[src/rtl/warp_dispatch.sv]
// rtl/warp_dispatch.sv - instruction FIFO, decode and broadcast issue stage with HALT drain
// Optional performance counters: define WARP_DISPATCH_PERF_EN.
module warp_dispatch #(
    parameter int NUM_THREADS = 8,
    parameter int DEPTH       = 8
) (
    input  logic                   clk,
    input  logic                   rst,
    input  logic [31:0]            instr_in,
    input  logic                   instr_valid,
    output logic                   instr_ready,
    input  logic                   start,
    input  logic [NUM_THREADS-1:0] thread_mask,
    input  logic [NUM_THREADS-1:0] thread_complete,
    output logic [2:0]             type_instruction,
    output logic [4:0]             regnum_1,
    output logic [4:0]             regnum_2,
    output logic [4:0]             dest_reg,
    output logic [5:0]             shammt,
    output logic [NUM_THREADS-1:0] is_active,
    output logic                   busy,
    output logic                   kernel_done,
    output logic [15:0]            issue_count,
    output logic [15:0]            bubble_count
);
    localparam int AW = $clog2(DEPTH);

    typedef enum logic [1:0] {S_IDLE, S_ISSUE, S_DRAIN} state_t;

    state_t                 state_q;
    logic [23:0]            mem_q [DEPTH];
    logic [AW:0]            wr_ptr_q, wr_ptr_d;
    logic [AW:0]            rd_ptr_q, rd_ptr_d;
    logic [NUM_THREADS-1:0] mask_q;
    logic                   drain_armed_q;
    logic                   empty, full, push, pop;
    logic [23:0]            head;
    logic                   unused_reserved;

    // Reserved bits [31:24] are never stored.
    assign unused_reserved = ^instr_in[31:24];

    assign empty       = (wr_ptr_q == rd_ptr_q);
    assign full        = (wr_ptr_q[AW] != rd_ptr_q[AW]) &&
                         (wr_ptr_q[AW-1:0] == rd_ptr_q[AW-1:0]);
    assign instr_ready = ~full;
    assign push        = instr_valid && ~full;
    assign pop         = (state_q == S_ISSUE) && ~empty;
    assign head        = mem_q[rd_ptr_q[AW-1:0]];
    assign wr_ptr_d    = push ? wr_ptr_q + 1'b1 : wr_ptr_q;
    assign rd_ptr_d    = pop  ? rd_ptr_q + 1'b1 : rd_ptr_q;
    assign busy        = (state_q != S_IDLE);

    always_ff @(posedge clk) begin
        if (push) begin
            mem_q[wr_ptr_q[AW-1:0]] <= instr_in[23:0];
        end
    end

    always_ff @(posedge clk or posedge rst) begin
        if (rst) begin
            state_q          <= S_IDLE;
            wr_ptr_q         <= '0;
            rd_ptr_q         <= '0;
            mask_q           <= '0;
            drain_armed_q    <= 1'b0;
            type_instruction <= '0;
            regnum_1         <= '0;
            regnum_2         <= '0;
            dest_reg         <= '0;
            shammt           <= '0;
            is_active        <= '0;
            kernel_done      <= 1'b0;
        end else begin
            wr_ptr_q         <= wr_ptr_d;
            rd_ptr_q         <= rd_ptr_d;
            type_instruction <= '0;
            regnum_1         <= '0;
            regnum_2         <= '0;
            dest_reg         <= '0;
            shammt           <= '0;
            is_active        <= '0;
            kernel_done      <= 1'b0;
            case (state_q)
                S_IDLE: begin
                    if (start) begin
                        if (|thread_mask) begin
                            mask_q  <= thread_mask;
                            state_q <= S_ISSUE;
                        end else begin
                            kernel_done <= 1'b1;
                        end
                    end
                end
                S_ISSUE: begin
                    if (!empty) begin
                        type_instruction <= head[2:0];
                        regnum_1         <= head[7:3];
                        regnum_2         <= head[12:8];
                        dest_reg         <= head[17:13];
                        shammt           <= head[23:18];
                        is_active        <= mask_q;
                        if (head[2:0] == 3'b111) begin
                            state_q       <= S_DRAIN;
                            drain_armed_q <= 1'b0;
                        end
                    end
                end
                S_DRAIN: begin
                    // Skip the first drain cycle so completion flags left over from bubbles are ignored.
                    if (!drain_armed_q) begin
                        drain_armed_q <= 1'b1;
                    end else if (&(thread_complete | ~mask_q)) begin
                        state_q     <= S_IDLE;
                        kernel_done <= 1'b1;
                    end
                end
                default: state_q <= S_IDLE;
            endcase
        end
    end

`ifdef WARP_DISPATCH_PERF_EN
    logic [15:0] issue_cnt_q, bubble_cnt_q;
    logic        cnt_clear;

    assign cnt_clear = (state_q == S_IDLE) && start;

    always_ff @(posedge clk or posedge rst) begin
        if (rst) begin
            issue_cnt_q  <= '0;
            bubble_cnt_q <= '0;
        end else if (cnt_clear) begin
            issue_cnt_q  <= '0;
            bubble_cnt_q <= '0;
        end else if (state_q == S_ISSUE) begin
            if (!empty && issue_cnt_q != 16'hFFFF) begin
                issue_cnt_q <= issue_cnt_q + 16'd1;
            end
            if (empty && bubble_cnt_q != 16'hFFFF) begin
                bubble_cnt_q <= bubble_cnt_q + 16'd1;
            end
        end
    end

    assign issue_count  = issue_cnt_q;
    assign bubble_count = bubble_cnt_q;
`else
    assign issue_count  = 16'd0;
    assign bubble_count = 16'd0;
`endif

endmodule

[config.mk]
export PLATFORM = sky130hd
export DESIGN_NAME = warp_dispatch
export DESIGN_NICKNAME = d
export VERILOG_FILES = /design/src/rtl/warp_dispatch.sv
export SDC_FILE = /design/constraint.sdc
export NUM_CORES = 1
export LEC_CHECK = 0
export CAP_MARGIN = 20
export CORE_MARGIN = 8
export CORE_UTILIZATION = 55
export CTS_BUF_LIST = sky130_fd_sc_hd__clkbuf_4 sky130_fd_sc_hd__clkbuf_8 sky130_fd_sc_hd__clkbuf_16
export CTS_CLUSTER_SIZE = 16
export DETAILED_ROUTE_END_ITERATION = 8
export GPL_ROUTABILITY_DRIVEN = 0
export PLACE_DENSITY = 0.86
export SYNTH_ARGS = -nofsm -noshare
export SYNTH_HDL_FRONTEND = slang
export SYNTH_SLANG_ARGS = --single-unit
[constraint.sdc]
create_clock -name clk -period 4.56 [get_ports clk]
set_input_delay 0.684 -clock clk [delete_from_list [all_inputs] [get_ports clk]]
set_output_delay 0.684 -clock clk [all_outputs]
set_load 0.01 [all_outputs]
==> reports/results.txt <==
setup violators final - 0
Final Instance Area - 11300 um^2
clock skew - 15.6 ps
Comb pwr share - 0.293
Max-Cap Viols - 0
main flop type after synthesis - edfxtp_1
Clock Root Buffer - clkbuf_16
GRT Total Usage - 0.170
CTS Hold Bufs - 0
grt ovf - 0
cell count after synthesis - 482
Post-Place Cell Area - 10500 um^2
sequential fraction of the synthesis area - 0.740
Slew @ Worst Pin - 902 ps
Die W - 148 um
antenna cell count - 0
CTS tree - done
Die Y - 148 um
io pins - 119
final wirelength - 18.1 mm
post-layout minimum cycle time - 3250 ps
wire per inst - 22.0 um
max FFs per register - 192
FMAX - 308 MHz
post_cts resized - 0
Post-CTS Repair Setup Buffers - 0
Switching Fraction - 0.294
CP Buf/Inv Count - 1
Post-DRT Antenna Nets - 0
power after layout - 7.46 mW
vias in the first global route - 4941
DRC Markers - 0
clock sink count - 244
largest net degree at the start of global routing - 53
Leakage - 4.08 nW
Via Count - 4536
warnings from Yosys - 0
Placeable Area - 17100 um^2
Initial DRC Count - 370
Critical Path AT - 2560 ps
layout cells sized above 1 - 0.209
Crit path max-delay family - flip-flops
Clk pwr share - 0.284
final setup TNS - 0 ps
worst-path cell chain - xnor2_1 > nand4_1 > clkdlybuf4s50_1
initial antenna violation count - 1
Starting Density - 0.558
post-route insts no fill - 823
CP max stage delay - 930 ps
utilization after layout - 0.663
Slowest cell on crit path - dfrtp_1
async set-or-reset flop fraction in the synthesized netlist - 0.213
Slew HR - 0.399
CTS H-tree lvls - 1
Syn Area/Cell - 19.8 um^2
Crit. End Element - output port
via-per-instance ratio - 5.51
first-pass GRT wire length - 28.3 mm
Netlist cell types - 43
# rows - 48
CP startpoint kind - flop
EDFF count, synth - 192
most frequent cells in the layout - edfxtp_1, clkdlybuf4s50_1, dfrtp_1
commonest non-fill, non-tap cell in the layout - edfxtp_1
outcome - finished, final reports clean
total CTS buffers - 25
clk buf depth - 3
switching power total - 2.20 mW
CP Data Required Time - 3880 ps
final HPWL from detailed placement - 10.5 mm
Final Max Slew Viols - 0
Clk Latency, worst-skew pair - 530 ps
Area Growth Syn to Fin - 18.8%
Reg clk slew, reported paths - 60 ps
RSZ-0062 raised after global routing - no
die area - 21800 um^2
layout net count - 633
Post-Place Cells - 777
Reg power frac - 0.423
First-pass DRT Iterations - 5
Crit Path Max Fanout - 15
part of the cycle the worst path needs - 0.712
synthesized area - 9550 um^2
Pwr Density - 658 nW/um^2
kind of critical path - flop to output port
Peak VDD IR - 0.000442 V
I/O Buffers - 78
worst min path class - flop to flop
Seq cells post-synth - 244
Int Power - 5.26 mW
Fin. Hold Viols - 0
==> power by group through the flow <==
| stage | Clock (mW) | Combinational, mW | Sequential, mW |
|---|---|---|---|
| 6_report | 2.12 | 2.19 | 3.15 |
| 2_1_floorplan | 0 | 1.62 | 3.11 |
| 3_3_place_gp | 0 | 2.14 | 3.15 |
| 4_1_cts | 2.16 | 2.23 | 3.16 |
| 5_1_grt | 2.24 | 2.37 | 3.20 |
| 3_5_place_dp | 0 | 2.20 | 3.19 |
==> metal layers <==
layer	vias to the layer above	global-route usage	part of all wire
li1	2002	-	-
met1	2293	0.216	0.38
met2	210	0.276	0.49
met3	29	0.0410	0.10
met4	2	0.0704	0.024
met5	-	0	0.00072
==> Yosys cell counts, types with 2 or more instances <==
cell / count / area (um^2)
nand2b_1: 3 / 18.8
dfrtp_1: 52 / 1300
nor2b_1: 3 / 18.8
nor3_1: 2 / 10.0
xnor2_1: 7 / 61.3
edfxtp_1: 192 / 5770
nand2_1: 8 / 30.0
nand3_1: 2 / 10.0
inv_1: 12 / 45.0
nor4_1: 4 / 25.0
nand4_1: 2 / 12.5
ha_1: 2 / 25.0
mux2i_2: 2 / 27.5
xor2_1: 5 / 43.8
nor2_1: 32 / 120
buf_6: 4 / 45.0
mux4_1: 6 / 158
mux2_2: 7 / 78.8
mux4_2: 42 / 946
clkbuf_1: 2 / 7.51
mux2i_1: 22 / 220
buf_2: 11 / 55.1
buf_12: 2 / 40.0
o22ai_1: 2 / 12.5
buf_4: 33 / 248
and2_1: 6 / 37.5
==> cells by family (layout without fill, tap and decap cells) <==
group,Yosys count,count (layout),share of synthesized area
buf+inv,64,149,0.0461
mux,80,80,0.151
simple gates,65,65,0.0326
flops,244,244,0.740
compound gates,12,12,0.0130
fa+ha+maj,2,2,0.00262
xor+xnor,14,14,0.0144
other cells,1,32,0.000393
==> path summary, 6_finish.rpt <==
check | startpoint | end | slack, ps | cells past startpoint
worst min register to register | mask_q[3] | mask_q[3] | 510 | 1
max in group asynchronous | rst | rd_ptr_q[0] | 3150 | 3
worst max register to register | rd_ptr_q[2] | mem_q[0][3] | 1480 | 5
min in group asynchronous | rst | regnum_1[1] | 630 | 2
worst min-delay path | mask_q[3] | mask_q[3] | 510 | 1
worst max-delay path | rd_ptr_q[2] | instr_ready | 1310 | 3
==> layout make-up <==
type / instances / area, um^2
inverters: 12 / 45.0
repair buffers: 91 / 878
fillers: 1099 / 5770
clock buffers: 34 / 706
well taps: 225 / 282
clock inverters: 12 / 173
flip-flops and latches: 244 / 7070
multi-input cells: 205 / 2190
==> per-stage QoR <==
step                      hold slack (ps)  setup WS (ps)
after floorplan                       464           1290
after global placement                484           1600
after detailed placement              494           1510
after CTS                             509           1330
after global routing                  533           1230
final                                 508           1310
Note: power is estimated with default switching activity, not from simulation.
